--- src/rtl/wb_arbiter_pkg.sv ---
// Shared writeback constants, source indices and the grant-selection helper.
// A lower source index means a higher base priority.
package wb_arbiter_pkg;

  localparam int WB_XLEN = 32;
  localparam int WB_AW   = 5;
  localparam int WB_NSRC = 3;

  // Source indices, listed in base priority order (mem > mdu > alu).
  typedef enum logic [1:0] {
    SRC_MEM = 2'd0,
    SRC_MDU = 2'd1,
    SRC_ALU = 2'd2
  } src_e;

  // One-hot grant. Urgent requesters outrank all others; within the chosen
  // class the lowest index wins.
  function automatic logic [WB_NSRC-1:0] pick_grant(
    input logic [WB_NSRC-1:0] valid,
    input logic [WB_NSRC-1:0] urgent
  );
    logic [WB_NSRC-1:0] req;
    req = ((valid & urgent) != '0) ? (valid & urgent) : valid;
    return req & (~req + WB_NSRC'(1));
  endfunction

endpackage

--- src/rtl/wb_arbiter_age.sv ---
// wb_age_counter: per-source saturating wait counter. The source becomes
// urgent once it has been stalled for STARVE_LIMIT consecutive cycles.
module wb_age_counter #(
  parameter int STARVE_LIMIT = 4
) (
  input  logic CLK,
  input  logic RST,
  input  logic valid,
  input  logic ready,
  output logic urgent
);

  localparam int CW = (STARVE_LIMIT < 1) ? 1 : $clog2(STARVE_LIMIT + 1);

  logic [CW-1:0] wait_cnt;

  // Count stalled cycles, saturating; any transfer or idle cycle clears.
  // NOTE: clocked state uses non-blocking assignments so every flop samples
  // pre-edge values regardless of block ordering.
  always_ff @(posedge CLK) begin
    if (RST) begin
      wait_cnt <= '0;
    end else if (!valid || ready) begin
      wait_cnt <= '0;
    end else if (wait_cnt != CW'(STARVE_LIMIT)) begin
      wait_cnt <= wait_cnt + CW'(1);
    end
  end

  assign urgent = (wait_cnt == CW'(STARVE_LIMIT));

endmodule

--- src/rtl/wb_arbiter.sv ---
// wb_arbiter: selects one of mem/mdu/alu results per cycle and drives the
// register file write port through a single output register.
// Optional feature macro: WB_SCOREBOARD_EN adds issue_valid/issue_rd/busy
// and the pending-write bitmap.
module wb_arbiter
  import wb_arbiter_pkg::*;
#(
  parameter int XLEN         = WB_XLEN,
  parameter int AW           = WB_AW,
  parameter int STARVE_LIMIT = 4
) (
  input  logic            CLK,
  input  logic            RST,
  input  logic            alu_valid,
  output logic            alu_ready,
  input  logic [AW-1:0]   alu_rd,
  input  logic [XLEN-1:0] alu_data,
  input  logic            mem_valid,
  output logic            mem_ready,
  input  logic [AW-1:0]   mem_rd,
  input  logic [XLEN-1:0] mem_data,
  input  logic            mdu_valid,
  output logic            mdu_ready,
  input  logic [AW-1:0]   mdu_rd,
  input  logic [XLEN-1:0] mdu_data,
  output logic            rf_we,
  output logic [AW-1:0]   rf_addr,
  output logic [XLEN-1:0] rf_wdata
`ifdef WB_SCOREBOARD_EN
  ,
  input  logic                  issue_valid,
  input  logic [AW-1:0]         issue_rd,
  output logic [(1<<AW)-1:0]    busy
`endif
);

  logic [WB_NSRC-1:0] vld;
  logic [WB_NSRC-1:0] rdy;
  logic [WB_NSRC-1:0] urg;
  logic [AW-1:0]      rd_a   [WB_NSRC];
  logic [XLEN-1:0]    data_a [WB_NSRC];

  assign vld[SRC_MEM]    = mem_valid;
  assign vld[SRC_MDU]    = mdu_valid;
  assign vld[SRC_ALU]    = alu_valid;
  assign rd_a[SRC_MEM]   = mem_rd;
  assign rd_a[SRC_MDU]   = mdu_rd;
  assign rd_a[SRC_ALU]   = alu_rd;
  assign data_a[SRC_MEM] = mem_data;
  assign data_a[SRC_MDU] = mdu_data;
  assign data_a[SRC_ALU] = alu_data;

  for (genvar i = 0; i < WB_NSRC; i++) begin : g_age
    wb_age_counter #(.STARVE_LIMIT(STARVE_LIMIT)) u_age (
      .CLK    (CLK),
      .RST    (RST),
      .valid  (vld[i]),
      .ready  (rdy[i]),
      .urgent (urg[i])
    );
  end

  // Combinational grant; nothing is granted while reset is held.
  assign rdy       = RST ? '0 : pick_grant(vld, urg);
  assign mem_ready = rdy[SRC_MEM];
  assign mdu_ready = rdy[SRC_MDU];
  assign alu_ready = rdy[SRC_ALU];

  logic            win_any;
  logic [AW-1:0]   win_rd;
  logic [XLEN-1:0] win_data;

  // Route the granted source's payload to the output register.
  // NOTE: every output gets a default before the loop so no path leaves a
  // value unassigned, which would otherwise infer a latch.
  always_comb begin
    win_any  = 1'b0;
    win_rd   = '0;
    win_data = '0;
    for (int i = 0; i < WB_NSRC; i++) begin
      if (rdy[i]) begin
        win_any  = 1'b1;
        win_rd   = rd_a[i];
        win_data = data_a[i];
      end
    end
  end

  // Register the write; address/data hold when there is no winner.
  always_ff @(posedge CLK) begin
    if (RST) begin
      rf_we    <= 1'b0;
      rf_addr  <= '0;
      rf_wdata <= '0;
    end else if (win_any) begin
      rf_we    <= (win_rd != '0);
      rf_addr  <= win_rd;
      rf_wdata <= win_data;
    end else begin
      rf_we    <= 1'b0;
    end
  end

`ifdef WB_SCOREBOARD_EN
  logic [(1<<AW)-1:0] busy_nxt;

  // Clear on the committing write, then set on issue so a same-register
  // set wins; register 0 never reads as busy.
  always_comb begin
    busy_nxt = busy;
    if (rf_we) busy_nxt[rf_addr] = 1'b0;
    if (issue_valid && (issue_rd != '0)) busy_nxt[issue_rd] = 1'b1;
    busy_nxt[0] = 1'b0;
  end

  // Pending-write bitmap register.
  always_ff @(posedge CLK) begin
    if (RST) busy <= '0;
    else     busy <= busy_nxt;
  end
`endif

endmodule
--- config.mk ---
export PLATFORM = sky130hd
export DESIGN_NAME = wb_arbiter
export DESIGN_NICKNAME = d
export VERILOG_FILES = /design/src/rtl/wb_arbiter_pkg.sv /design/src/rtl/wb_arbiter_age.sv /design/src/rtl/wb_arbiter.sv
export SDC_FILE = /design/constraint.sdc
export NUM_CORES = 1
export LEC_CHECK = 0
export ABC_AREA = 1
export CAP_MARGIN = 20
export CORE_MARGIN = 2
export CORE_UTILIZATION = 38
export CTS_CLUSTER_DIAMETER = 80
export DETAILED_ROUTE_END_ITERATION = 8
export PLACE_DENSITY = 0.95
export SYNTH_ARGS = -nofsm -noshare
export SYNTH_HDL_FRONTEND = slang
export SYNTH_SLANG_ARGS = --single-unit
--- constraint.sdc ---
create_clock -name CLK -period 3.5 [get_ports CLK]
set_clock_uncertainty 0.1 [all_clocks]
set_input_delay 0.7 -clock CLK [delete_from_list [all_inputs] [get_ports CLK]]
set_output_delay 0.7 -clock CLK [all_outputs]
set_load 0.005 [all_outputs]
# [Word-level counts from Yosys, hierarchy flattened]
# Cells that the tools add are included.
# W data, S select, Z words.
[op_classes] add_sub_neg=4 eq_ne=6 n_mux=11 n_bitwise=4 n_reduce_logical=12
[op_table] cell="$mux W32" count=3
[op_table] cell="$mux W5" count=3
[op_table] cell="$add A3 B1 Y3 const B" count=4
[op_table] cell="$eq A3 B3 Y1 const B" count=3
[op_table] cell="$ne A3 B3 Y1 const B" count=3
[op_table] cell="$reduce_or A2 Y1" count=4
[op_table] cell="$and A3 B3 Y3" count=2
[op_table] cell="$mux W3" count=2
[op_table] cell="$reduce_bool A5 Y1" count=1
[op_table] cell="$logic_not A1 Y1" count=3
[op_table] cell="$logic_or A1 B1 Y1" count=3
[op_table] cell="$mux W1" count=3
[op_table] cell="$not A3 Y3" count=1
[op_table] cell="$reduce_bool A3 Y1" count=1
[op_table] cell="$not A1 Y1" count=1
[totals] register_bits=47 in_bits=116 output_inout_bits=41 word_cells=43

# [Depth between registers and ports, before layout]
[logic_depth] depth_word=13 depth_mapped=12 depth_no_buf=12

# [Cells and area by module]
# Synthesis repeated with hierarchy kept, for this count alone.
[unflattened] cells_unflattened=363 hier_area_um2=2537.4
[modules_own_cells] module="wb_arbiter" instances=1 cells_per_inst=279 area_each_um2=1993.2 seq_area_each_um2=760.7
[modules_own_cells] module="wb_age_counter" instances=3 cells_per_inst=28 area_each_um2=181.4 seq_area_each_um2=60.1

# [Worst setup path before layout]
# No wires, ideal clock.
[synth_timing] path_kind="input to output" startpoint="in alu_valid" endpoint="out mdu_ready" t_arrival_ns=1.455 required_ns=2.700 path_slack_ns=1.245 cell_stages=6 path_buffers=1 path_cell_list="nand3_1 -> nand3_2 -> a21oi_1 -> nand2_1 -> clkinv_2 -> buf_4"
[synth_between] elab_chain_len=7
[synth_lines] item="start, declared" line_no="wb_arbiter.sv:14" source="input logic alu_valid,"
[synth_lines] item="$and A3 B3 Y3 (*)" line_no="wb_arbiter_pkg.sv:23" source="req = ((valid & urgent) != '0) ? (valid & urgent) : valid;"
[synth_lines] item="$reduce_bool A3 Y1 (*)" line_no="wb_arbiter_pkg.sv:23"
[synth_lines] item="$mux W3 (*)" line_no="wb_arbiter_pkg.sv:23"
[synth_lines] item="$not A3 Y3" line_no="wb_arbiter_pkg.sv:24" source="return req & (~req + WB_NSRC'(1));"
[synth_lines] item="$add A3 B1 Y3" line_no="wb_arbiter_pkg.sv:24"
[synth_lines] item="$and A3 B3 Y3 (*)" line_no="wb_arbiter_pkg.sv:24"
[synth_lines] item="$mux W3 (*)" line_no="wb_arbiter.sv:64" source="assign rdy = RST ? '0 : pick_grant(vld, urg);"
[synth_lines] item="end, declared" line_no="wb_arbiter.sv:23" source="output logic mdu_ready,"
# Mark *: on every way between the ends. The rest lies on a longest branch, timed or not.

# [Worst setup path in the final report]
[layout_timing] startpoint="in mdu_valid" endpoint="out mdu_ready"
[layout_between] elab_chain_len=7
[layout_lines] item="start, declared" line_no="wb_arbiter.sv:22" source="input logic mdu_valid,"
[layout_lines] item="$and A3 B3 Y3" line_no="wb_arbiter_pkg.sv:23"
[layout_lines] item="$reduce_bool A3 Y1" line_no="wb_arbiter_pkg.sv:23"
[layout_lines] item="$mux W3 (*)" line_no="wb_arbiter_pkg.sv:23"
[layout_lines] item="$not A3 Y3" line_no="wb_arbiter_pkg.sv:24"
[layout_lines] item="$add A3 B1 Y3" line_no="wb_arbiter_pkg.sv:24"
[layout_lines] item="$and A3 B3 Y3 (*)" line_no="wb_arbiter_pkg.sv:24"
[layout_lines] item="$mux W3 (*)" line_no="wb_arbiter.sv:64"
# Marks and branches as above.

==> results.yml <==
synth:
  synth_flop_cell: "dfxtp_1"
  synth_warnings: 0
  synthCells: 317
  ys_async_sr_fraction_pct: 0
  synth_top_area_share_pct: 40.8
  avgSynthCellArea_sq_um: 7.27
  synth_commonest_cells: "142 x nand2_1, 47 x dfxtp_1, 33 x nand4_1"
  synth-seq-area-share_pct: 40.8
  synth.largest_area_cell: "dfxtp_1"
  yosysMostFrequentCell: "nand2_1"
  synth_edf_count: 0
  ys_seq_elements: 47
  syn_nets: 439
  synthTopCellsByArea: "dfxtp_1 41%, nand2_1 23%, nand4_1 9.0%"
  ys_types: 24
  syn_area_sq_um: 2300
route:
  drt_iter0_drc: 95
  drc: 0
  routedWlPerCell_um: 13.6
  first_pass_iters: 4
  ant_nets: 0
  wirelength_um: 7400
  viasPerCell: 4.80
  vias: 2622
floorplanning:
  die-height_um: 81.9
  dieArea_sq_um: 6700
  coreArea_sq_um: 5890
  row_count: 28
  start_util_pct: 39.2
  die_w_um: 81.9
  io_pins: 157
setup_path:
  cp.arrival_ns: 2.47
  startpoint: "mdu_valid"
  required_ns: 2.70
  critPathMaxFanout: 4
  worstSetupPathType: "in2out"
  rr_startpoint: "g_age[1].u_age.wait_cnt[0]$_SDFFE_PP0P_"
  rrSetupSlack_ns: 1.26
  critPathLaunchType: "input port"
  worstSetupEndpointType: "primary output"
worst_hold_path:
  holdCritStartpoint: "rf_wdata[26]$_SDFFE_PP0P_"
  hold_class: "reg2reg"
placement:
  post-place-ws_ns: 0.251
  dp_hpwl_um: 5780
  portBuffers: 156
  place_congestion: 0.979
clock_network:
  cts_sinks: 47
  cts.hold.buffers_added: 0
  cts_root_buf: "clkbuf_8"
  clockBufferDepth: 2
  htreeDepth: 2
  cts_resized: 0
  clk_latency_ns: 0.30
  tritoncts: "done"
  clk_pin_slew_ns: 0.08
  numCtsBuffers: 5
  post_cts.repair.setup_buffers: 0
timing:
  rsz0062_at_grt: "false"
  drv_slew: 0
  tns_ns: 0
  fin_crit_ns: 3.27
  fin_crit_sh_pct: 93.4
  setup_slack_ns: 0.230
  hold_ws_ns: 0.361
  fmax_mhz: 306
  hold_viol: 0
  worst_pin_slew_ns: 0.414
  relSlewSlack_pct: 72.4
  setup_violations: 0
grt:
  grt_first_pass_wirelength_um: 11100
  antenna_found_initial: 0
  grt_pass1_vias: 2561
  grt-ovfl-total: 0
  grt_use_total_pct: 21.2
  grt_max_degree: 39
finish:
  num_antenna_cells: 0
  drive_above_1_share_pct: 7.01
  area_delta_synth_final_pct: 74.0
  final_util_pct: 68.1
  final_nets: 592
pwr:
  ir_drop_uv: 169
  p_per_area_nw_per_um2: 345
  power_leakage_nw: 1.62
  power_mw: 1.38
run_status:
  status: "completed"
job:
  max_cap_viol_count: 0
## worst max-delay path: stages
cell and delay (ns):
clkdlybuf4s50_1 0.49, nand3_2 0.14, nand3_2 0.10, a21oi_1 0.27, nand2_1 0.17, clkinv_2 0.08, clkdlybuf4s50_1 0.52
## final timing paths
kind | end | cells after the start
setup / recovery | mdu_ready | 7
hold / removal | rf_wdata[26]$_SDFFE_PP0P_ | 2
setup reg to reg | rf_wdata[15]$_SDFFE_PP0P_ | 12
hold reg to reg | rf_wdata[26]$_SDFFE_PP0P_ | 2
## per-stage QoR
stage	std cells	cell area (sq um)
finish	546	4010
global route	546	4010
CTS	546	4010
detailed placement	538	3870
global placement	538	3870
floorplan	317	2300
## placed cells by master, fill, tap and decap left out, drive strengths merged
cell,count
nor2,11
nand3,22
xnor2,3
xor2,2
nand4,34
a21oi,7
clkbuf,5
inv,11
bufinv,2
o21ai,1
clkdlybuf4s50,156
nand2,155
buf,3
ha,6
dfxtp,47
clkinv,1
clkinvlp,1
a21o,4
## sequential cells by signal, indices dropped and copies added, names as in the netlist
name and cells:
rf_addr 5, rf_we 1, rf_wdata 32, g_age.u_age.wait_cnt 9
## final cells by class
class,instances,area [sq um]
inverters,12,51.3
fillers,484,1880
well taps,75,93.8
multi-input cells,245,1200
clock inverters,3,67.6
flip-flops and latches,47,941
clock buffers,5,68.8
repair buffers,159,1580
## per-layer routing
| layer | part of all wire [%] | GRT usage, % |
|---|---|---|
| met1 | 39 | 21.9 |
| met2 | 51 | 40.7 |
| met3 | 9.6 | 6.92 |
| met4 | 0.84 | 5.50 |
| met5 | 0 | 0 |
## where the power goes
part | total, mW | switching (mW) | internal, mW
Sequential | 0.600 | 0.0230 | 0.577
Combinational | 0.314 | 0.104 | 0.210
Clock | 0.469 | 0.185 | 0.285
## logic make-up (layout without fill, tap and decap cells)
group	Yosys count	after routing	synth area share, %
compound gates	12	12	3.04
buf+inv	25	179	6.95
xor+xnor	5	5	1.90
flops	47	47	40.8
fa+ha+maj	6	6	3.26
simple gates	222	222	44.0
Note: power is estimated with default switching activity, not from simulation.
